$ cat src/rtl/usb_packet_rx.sv
// USB packet receiver: line decode, SYNC detection, NRZI decode, bit unstuffing,
// PID check, byte assembly and EOP detection, advanced only on bit_en strobes.
module usb_packet_rx #(
   parameter int FULL_SPEED = 0,
   parameter int MAX_BYTES  = 8
) (
   input  logic                           clk,
   input  logic                           reset,
   input  logic                           bit_en,
   input  logic [1:0]                     d_port,
   output logic                           rx_active,
   output logic [3:0]                     pid,
   output logic                           pid_valid,
   output logic                           pid_err,
   output logic [7:0]                     data,
   output logic                           data_valid,
   output logic [$clog2(MAX_BYTES+1)-1:0] byte_cnt,
   output logic                           eop,
   output logic                           eop_aligned,
   output logic                           err
);
   localparam int CW = $clog2(MAX_BYTES+1);

   typedef enum logic [2:0] {
      ST_IDLE, ST_SYNC, ST_PID, ST_DATA, ST_WAIT_EOP, ST_EOP
   } state_t;

   state_t     state;
   logic       prev_j;
   logic [2:0] sync_cnt;
   logic [2:0] ones;
   logic [2:0] bit_cnt;
   logic [6:0] shreg;

   logic       se0, se1, is_j, is_k, nrzi_bit, exp_k;
   logic [7:0] nxt_byte;

   always_comb begin
      se0      = (d_port == 2'b00);
      se1      = (d_port == 2'b11);
      is_j     = (FULL_SPEED != 0) ? (d_port == 2'b10) : (d_port == 2'b01);
      is_k     = (FULL_SPEED != 0) ? (d_port == 2'b01) : (d_port == 2'b10);
      nrzi_bit = (is_j == prev_j);
      nxt_byte = {nrzi_bit, shreg};
      // SYNC tail after the opening K is J K J K J K K
      exp_k    = sync_cnt[0] || (sync_cnt == 3'd6);
   end

   function automatic logic pid_ok(input logic [7:0] b);
      logic known;
      case (b[3:0])
         4'b0001, 4'b1001, 4'b0101, 4'b1101, 4'b0011,
         4'b1011, 4'b0010, 4'b1010, 4'b1110, 4'b1100: known = 1'b1;
         default:                                     known = 1'b0;
      endcase
      return known && (b[7:4] == ~b[3:0]);
   endfunction

   always_ff @(posedge clk or posedge reset) begin
      if (reset) begin
         state       <= ST_IDLE;
         prev_j      <= 1'b1;
         sync_cnt    <= '0;
         ones        <= '0;
         bit_cnt     <= '0;
         shreg       <= '0;
         rx_active   <= 1'b0;
         pid         <= '0;
         pid_valid   <= 1'b0;
         pid_err     <= 1'b0;
         data        <= '0;
         data_valid  <= 1'b0;
         byte_cnt    <= '0;
         eop         <= 1'b0;
         eop_aligned <= 1'b0;
         err         <= 1'b0;
      end else begin
         pid_valid  <= 1'b0;
         pid_err    <= 1'b0;
         data_valid <= 1'b0;
         eop        <= 1'b0;
         if (bit_en) begin
            if (is_j || is_k) prev_j <= is_j;
            case (state)
               ST_IDLE: begin
                  if (is_k) begin
                     state    <= ST_SYNC;
                     sync_cnt <= '0;
                  end
               end
               ST_SYNC: begin
                  if ((is_k && exp_k) || (is_j && !exp_k)) begin
                     if (sync_cnt == 3'd6) begin
                        state     <= ST_PID;
                        rx_active <= 1'b1;
                        byte_cnt  <= '0;
                        err       <= 1'b0;
                        ones      <= 3'd1;
                        bit_cnt   <= '0;
                     end else begin
                        sync_cnt <= sync_cnt + 3'd1;
                     end
                  end else begin
                     state <= ST_IDLE;
                  end
               end
               ST_PID, ST_DATA: begin
                  if (se0) begin
                     state <= ST_EOP;
                  end else if (se1) begin
                     err   <= 1'b1;
                     state <= ST_WAIT_EOP;
                  end else if (ones == 3'd6) begin
                     // bit after six ones: a 0 is stuffing, a 1 is a stuff error
                     if (nrzi_bit) begin
                        err   <= 1'b1;
                        state <= ST_WAIT_EOP;
                     end else begin
                        ones <= '0;
                     end
                  end else begin
                     ones    <= nrzi_bit ? ones + 3'd1 : 3'd0;
                     shreg   <= nxt_byte[7:1];
                     bit_cnt <= bit_cnt + 3'd1;
                     if (bit_cnt == 3'd7) begin
                        if (state == ST_PID) begin
                           pid <= nxt_byte[3:0];
                           if (pid_ok(nxt_byte)) begin
                              pid_valid <= 1'b1;
                              state     <= ST_DATA;
                           end else begin
                              pid_err <= 1'b1;
                              state   <= ST_WAIT_EOP;
                           end
                        end else if (byte_cnt == CW'(MAX_BYTES)) begin
                           err   <= 1'b1;
                           state <= ST_WAIT_EOP;
                        end else begin
                           data       <= nxt_byte;
                           data_valid <= 1'b1;
                           byte_cnt   <= byte_cnt + CW'(1);
                        end
                     end
                  end
               end
               ST_WAIT_EOP: begin
                  if (se0) state <= ST_EOP;
               end
               ST_EOP: begin
                  if (is_j) begin
                     eop         <= 1'b1;
                     eop_aligned <= (bit_cnt == 3'd0);
                     rx_active   <= 1'b0;
                     state       <= ST_IDLE;
                  end else if (is_k || se1) begin
                     err       <= 1'b1;
                     rx_active <= 1'b0;
                     state     <= ST_IDLE;
                  end
               end
               default: state <= ST_IDLE;
            endcase
         end
      end
   end
endmodule
$ cat config.mk
export PLATFORM = sky130hd
export DESIGN_NAME = usb_packet_rx
export DESIGN_NICKNAME = d
export VERILOG_FILES = /design/src/rtl/usb_packet_rx.sv
export SDC_FILE = /design/constraint.sdc
export NUM_CORES = 1
export LEC_CHECK = 0
export BUFFER_PORTS_ARGS = -buffer_cell sky130_fd_sc_hd__buf_2
export CAP_MARGIN = 5
export CORE_UTILIZATION = 55
export DETAILED_ROUTE_END_ITERATION = 8
export PLACE_DENSITY = 0.76
export SETUP_SLACK_MARGIN = 0.05
export SLEW_MARGIN = 20
export SYNTH_ARGS = -nofsm -noshare
export SYNTH_HDL_FRONTEND = slang
export SYNTH_SLANG_ARGS = --single-unit
$ cat constraint.sdc
create_clock -name clk -period 2.15 [get_ports clk]
set_input_delay 0.43 -clock clk [delete_from_list [all_inputs] [get_ports clk]]
set_output_delay 0.43 -clock clk [all_outputs]
set_load 0.05 [all_outputs]
==> results of run 1 <==
==> where the power goes <==
| group | leakage [nW] | total, mW | internal [mW] | switching [mW] |
|---|---|---|---|---|
| logic | 0.813 | 1.15 | 0.487 | 0.659 |
| registers | 0.573 | 1.17 | 0.964 | 0.206 |
| clock network | 0.0581 | 0.620 | 0.346 | 0.274 |
==> how the worst max path moves through the flow <==
stage,start,endpoint,slack (ns),cells after the start
after global routing,state[0],state[2],0.05,8
after floorplan,byte_cnt[0],state[0],0.06,7
final,byte_cnt[0],state[0],0.12,7
after CTS,byte_cnt[0],state[0],0.09,7
after detailed placement,d_port[1],state[0],-0.05,8
after global placement,d_port[1],err,0.008,8
==> cell usage in the layout (no fill, tap or decap), types with 3 or more instances in the layout <==
cell and instances:
nand2_1 36, ha_1 13, a22o_1 3, clkbuf_8 5, a31oi_1 4, mux2_2 18
o21ai_0 12, a22oi_1 3, nor4bb_1 4, buf_4 22, a21oi_1 7, dfrtp_1 40
mux2i_1 3, inv_1 12, nand3b_1 4, buf_2 27, nor3_1 3, o31ai_1 3
nor2_1 6, or3_1 3, nor2b_1 6
==> registers in the layout, indices dropped and copies added (netlist names), 3 cells and up <==
register	cells
shreg	7
data	8
pid	4
sync_cnt	3
state	3
bit_cnt	3
ones	3
byte_cnt	4
==> synthesized netlist by cell type, types with 3 or more instances <==
library cell  number  area (um2)
nor3_1             3        15.0
nor2_1             6        22.5
a21oi_1            7        35.0
nor4bb_1           4        40.0
dfrtp_1           42        1050
o21ai_0           13        65.1
ha_1              14         175
o31ai_1            4        30.0
nand2_1           37         139
a31oi_1            4        25.0
buf_4              3        22.5
nand3b_1           4        30.0
inv_1             12        45.0
a22oi_1            3        22.5
a22o_1             3        26.3
buf_2              4        20.0
nor2b_1            6        37.5
or3_1              3        18.8
or4_1              3        22.5
mux2_2            18         203
mux2i_1            3        30.0
==> cell type report <==
type	instances	area (um2)	area share (%)
Multi-Input combinational cell	166	1210	42.6
Clock inverter	3	43.8	1.53
Sequential cell	43	1080	37.8
Timing Repair Buffer	51	340	11.9
Inverter	12	45.0	1.58
Clock buffer	5	68.8	2.41
Tap cell	50	62.6	2.19
==> metrics by stage <==
stage	cells	cell area, um2	utilization, %
3_3_place_gp	321	2710	66.9
5_1_grt	330	2860	70.4
2_1_floorplan	231	2370	-
4_1_cts	329	2830	69.7
6_report	330	2860	70.4
3_5_place_dp	321	2710	66.9
==> cell families (layout without fill, tap and decap cells) <==
logic type / Yosys count / count (layout) / share of synthesized area (%)
fa+ha+maj: 14 / 14 / 7.40
flops: 43 / 43 / 45.5
compound gates: 46 / 46 / 13.1
mux: 21 / 21 / 9.84
simple gates: 82 / 82 / 18.8
buf+inv: 22 / 71 / 4.23
xor+xnor: 3 / 3 / 1.11
==> metal layers <==
metal	routed length, um	global-route usage (%)
met1	2440	35.1
met2	2280	37.6
met3	314	4.05
met4	72	8.24
met5	0	0
==> critical path, cell delays in order (launching register included) <==
cell,delay [ns]
dfrtp_2,0.40
inv_1,0.07
ha_1,0.19
and3b_2,0.27
o211a_1,0.27
o211ai_1,0.25
a21o_1,0.15
mux2_2,0.33
==> repair_timing <==
item,in CTS,in global routing
gates resized for setup,0,8
setup endpoints to repair,0,4
hold endpoints to repair,0,0
setup buffers,0,1
==> summary.md, run 1 <==
| Metric | Value |
|---|---|
| Clk_skew | `0.00719 ns` |
| GRT overflow | `0` |
| Port Buf Inserts | `27` |
| CTS Sinks | `43` |
| Final WS setup | `0.116 ns` |
| Total power | `2.94 mW` |
| WL final | `5100 um` |
| First-pass GRT wire length | `8310 um` |
| CTS Root Cell | `clkbuf_8` |
| Setup TNS | `0 ns` |
| Number of synthesized flops with an enable pin | `0` |
| Final period util | `94.6%` |
| Cells after Synth | `231` |
| Post-CTS Hold Buffers | `0` |
| Hold Crit Class | `in2async` |
| Synth warn | `0` |
| Synthesized area | `0.00237 mm2` |
| Antenna Nets Post-Route | `0` |
| Status | `finished, final reports clean` |
| PD cells | `1030 mW/mm2` |
| LEAKAGE | `1.44 nW` |
| First-pass DRT Iterations | `4` |
| Share of post-route cells with drive strength above 1 | `31.8%` |
| Hold WS | `0.176 ns` |
| Synth unique cells | `49` |
| Wire per inst | `15.5 um` |
| Reg2reg end | `state[0]` |
| Die X | `67.6 um` |
| Seq cells post-synth | `43` |
| Number of endpoints failing setup at the final stage | `0` |
| Clk buf depth | `2` |
| Cts bufs inserted | `5` |
| Final hold violations | `0` |
| Post-synthesis sequential area ratio | `45.5%` |
| Drt initial violations | `145` |
| Critical Path Source Type | `flop` |
| Clock transition at path regs | `0.08 ns` |
| Synthesis-to-layout area growth | `20.7%` |
| Worst skew pair latency | `0.29 ns` |
| Worst Max-Slew Pin Slew | `0.569 ns` |
| Unrepaired setup endpoints after global routing | `true` |
| GRT Util Overall | `24.6%` |
| Avg Cell Area, Syn | `10.2 um2` |
| Initial antenna violation count | `0` |
| FF-to-FF setup slack | `0.12 ns` |
| Fmax | `0.492 GHz` |
| Crit Path Class | `reg2reg` |
| Die Span Y | `67.6 um` |
| Syn nets | `250` |
| Die area | `0.00457 mm2` |
| H-tree depth | `2` |
| Via/cell ratio | `5.79` |
| Worst R2R Path Depth | `7` |
| Crit path capture type | `flop` |
| GP Congestion | `0.898` |
| # rows | `23` |
| Reg2reg start | `byte_cnt[0]` |
| Via Count | `1912` |
| Fillers | `302` |
| Core ar. | `0.00406 mm2` |
| WP data required | `2.33 ns` |
| CTS tree | `built` |
| NumNets Final | `298` |
| Antenna cell count | `0` |
| Residual DRC count | `0` |
| Post-synth ARST share | `100%` |
| HPWL after DPL | `3670 um` |
| WP data arrival | `2.22 ns` |
| Crit path time final | `2.03 ns` |
| Initial core utilization | `58.3%` |
| Max Cap Violations | `0` |
| Slew HR | `62.0%` |
| VDD IR-drop max | `0.780 mV` |
| I/O Pins | `28` |
| Top FF cell, synth | `dfrtp_1` |
| Largest net degree at the start of global routing | `31` |
| Max Slew Vio Count | `0` |
| Crit-path max FO | `4` |
| Vias in the first global route | `1728` |
| Pre-CTS setup slack | `-0.0456 ns` |
No activity file was read; power rests on OpenSTA's default activity.
==> inputs of run 2 (changes only) <==
Settings changed: CORE_MARGIN set to 2, CORE_UTILIZATION 55 to 35, PLACE_DENSITY 0.76 to unset.
Clock period 2.15 ns to 2.45 ns, I/O delays scaled along.
==> run 2 against run 1 <==
  * Combinational power decreased by 20%
  * Sequential power decreased by 13%
  * Worst hold slack improved by 0.14 ns
  * Cell area decreased by 4.6%
  * Die area increased by 63%
  * Flip-flop and latch count unchanged
  * Total power decreased by 19%
  * Setup slack improved by 0.17 ns
  * Sequential share of layout area increased by 1.7 points
  * Routed wire length decreased by 3.3%
  * Fmax decreased by 5.9%
  * Non-clock buffer count decreased by 11
  * Largest power group unchanged
  * Highest routed layer unchanged
==> summary.md, run 2 (same netlist as run 1, synthesis figures left out) <==
| Metric | Value |
|---|---|
| Die Span Y | `86.2 um (was 67.6 um)` |
| CTS tree | `built (unchanged)` |
| Crit Path Class | `reg2reg (unchanged)` |
| Utilization after layout | `42.2% (was 70.4%)` |
| Most flop-heavy register | `data (unchanged)` |
| Hold WS | `0.317 ns (was 0.176 ns)` |
| Total power | `2.39 mW (was 2.94 mW)` |
| Unrepaired setup endpoints after global routing | `false (was true)` |
| Clk buf depth | `2 (unchanged)` |
| First-pass GRT wire length | `8490 um (was 8310 um)` |
| Most common cell after layout, fill and taps aside | `dfrtp_1 (unchanged)` |
| Antenna Nets Post-Route | `0 (unchanged)` |
| Largest register FFs | `8 (unchanged)` |
| CTS Sinks | `43 (unchanged)` |
| Number of endpoints failing setup at the final stage | `0 (unchanged)` |
| First-pass DRT Iterations | `4 (unchanged)` |
| Antenna cell count | `0 (unchanged)` |
| Most frequent cells in the layout | `42 x dfrtp_1, 37 x nand2_1, 27 x buf_2, 18 x mux2_2, 14 x ha_1 (was 40 x dfrtp_1, 36 x nand2_1, 27 x buf_2, 22 x buf_4, 18 x mux2_2)` |
| HPWL after DPL | `3610 um (was 3670 um)` |
| Die area | `0.00743 mm2 (was 0.00457 mm2)` |
| Cts bufs inserted | `5 (unchanged)` |
| Post-CTS Hold Buffers | `0 (unchanged)` |
| Max Slew Vio Count | `0 (unchanged)` |
| Non-Filler Instances | `346 (was 330)` |
| Area taken by multi-input logic gates | `0.00119 mm2 (was 0.00121 mm2)` |
| VDD IR-drop max | `0.547 mV (was 0.780 mV)` |
| Port Buf Inserts | `27 (unchanged)` |
| Initial antenna violation count | `0 (unchanged)` |
| GRT overflow | `0 (unchanged)` |
| NumNets Final | `287 (was 298)` |
| Clk_skew | `0.00812 ns (was 0.00719 ns)` |
| CTS Root Cell | `clkbuf_8 (unchanged)` |
| Area of placed instances | `0.00264 mm2 (was 0.00271 mm2)` |
| GRT Util Overall | `14.5% (was 24.6%)` |
| WL final | `4930 um (was 5100 um)` |
| Crit path time final | `2.16 ns (was 2.03 ns)` |
| Clock transition at path regs | `0.08 ns (about the same)` |
| Final WS setup | `0.288 ns (was 0.116 ns)` |
| H-tree depth | `2 (unchanged)` |
| Worst Max-Slew Pin Slew | `0.549 ns (was 0.569 ns)` |
| Max Cap Violations | `0 (unchanged)` |
| WP data arrival | `2.38 ns (was 2.22 ns)` |
| Vias in the first global route | `1764 (was 1728)` |
| Via/cell ratio | `5.26 (was 5.79)` |
| Slew HR | `63.4% (was 62.0%)` |
| Placed cells | `338 (was 321)` |
| GP Congestion | `0.883 (was 0.898)` |
| Initial core utilization | `36.6% (was 58.3%)` |
| Postcts setup bufs | `0 (unchanged)` |
| Drt initial violations | `89 (was 145)` |
| I/O Pins | `28 (unchanged)` |
| Biggest regs | `data (8), shreg (7) (unchanged)` |
| Residual DRC count | `0 (unchanged)` |
| Crit path capture type | `flop (unchanged)` |
| Largest net degree at the start of global routing | `44 (was 31)` |
| Critical Path Source Type | `flop (unchanged)` |
| Core ar. | `0.00646 mm2 (was 0.00406 mm2)` |
| Pre-CTS setup slack | `0.152 ns (was -0.0456 ns)` |
| Fmax | `0.463 GHz (was 0.492 GHz)` |
| # rows | `29 (was 23)` |
| FF-to-FF setup slack | `0.29 ns (was 0.12 ns)` |
| Fillers | `660 (was 302)` |
| Final hold violations | `0 (unchanged)` |
| PD cells | `876 mW/mm2 (was 1030 mW/mm2)` |
| Share of post-route cells with drive strength above 1 | `25.7% (was 31.8%)` |
| Die X | `86.2 um (was 67.6 um)` |
| Via Count | `1820 (was 1912)` |
| Post-route cell area | `0.00273 mm2 (was 0.00286 mm2)` |
| Reg area | `0.00108 mm2 (about the same)` |
| WP data required | `2.66 ns (was 2.33 ns)` |
| Setup TNS | `0 ns (unchanged)` |
| Crit-path max FO | `4 (unchanged)` |
| Worst skew pair latency | `0.30 ns (was 0.29 ns)` |
| Hold Crit Class | `in2async (unchanged)` |
| Status | `finished, final reports clean (unchanged)` |
| Final period util | `88.2% (was 94.6%)` |
| Synthesis-to-layout area growth | `15.2% (was 20.7%)` |
| LEAKAGE | `1.37 nW (was 1.44 nW)` |
| Wire per inst | `14.3 um (was 15.5 um)` |
| Gates resized, CTS repair | `0 (unchanged)` |
-- run 2: changes by cell type in the layout (fill, tap and decap cells not counted), sizes merged --
cell      delta
buf         -11
bufinv       -1
clkbuf       +1
clkinvlp     +1
inv          -1
-- run 2: metal layers --
metal / global-route usage, % / vias up / wire [um] / share of wire (%)
met5: 0 / - / 0 / 0
met4: 6.25 / 0 / 85 / 1.7
met3: 2.29 / 9 / 113 / 2.3
met2: 23.3 / 20 / 2370 / 48
met1: 19.5 / 893 / 2370 / 48
li1: - / 898 / - / -
-- run 2: final timing paths --
| kind | from | endpoint | cells after the start |
|---|---|---|---|
| setup / recovery | byte_cnt[0] | byte_cnt[3] | 7 |
| hold / removal | reset | pid[2] | 3 |
| setup reg to reg | byte_cnt[0] | byte_cnt[3] | 7 |
| hold reg to reg | data[4] | data[4] | 1 |
| max in group asynchronous | reset | byte_cnt[1] | 3 |
| min in group clk | data[4] | data[4] | 1 |
-- run 2: critical path, cell delays in order, from the launching register on --
cell and delay [ns]:
dfrtp_1 0.38, inv_1 0.08, ha_1 0.20, and3b_1 0.25, o31ai_1 0.50, nand4_1 0.17, or4_1 0.40, o21ai_0 0.09
-- run 2: final cells by class --
| cell class | instances | share of cell area (%) |
|---|---|---|
| Multi-Input combinational cell | 166 | 43.6 |
| Timing Repair Buffer | 40 | 8.54 |
| Sequential cell | 43 | 39.5 |
| Tap cell | 77 | 3.54 |
| Clock inverter | 2 | 0.459 |
| Clock buffer | 6 | 2.66 |
| Inverter | 12 | 1.65 |
-- run 2: power by group --
group	switching [mW]	internal (mW)	leakage, nW	total, mW
Sequential	0.172	0.844	0.577	1.02
Clock	0.249	0.199	0.0412	0.449
Combinational	0.545	0.378	0.747	0.923
Total	0.966	1.42	1.37	2.39
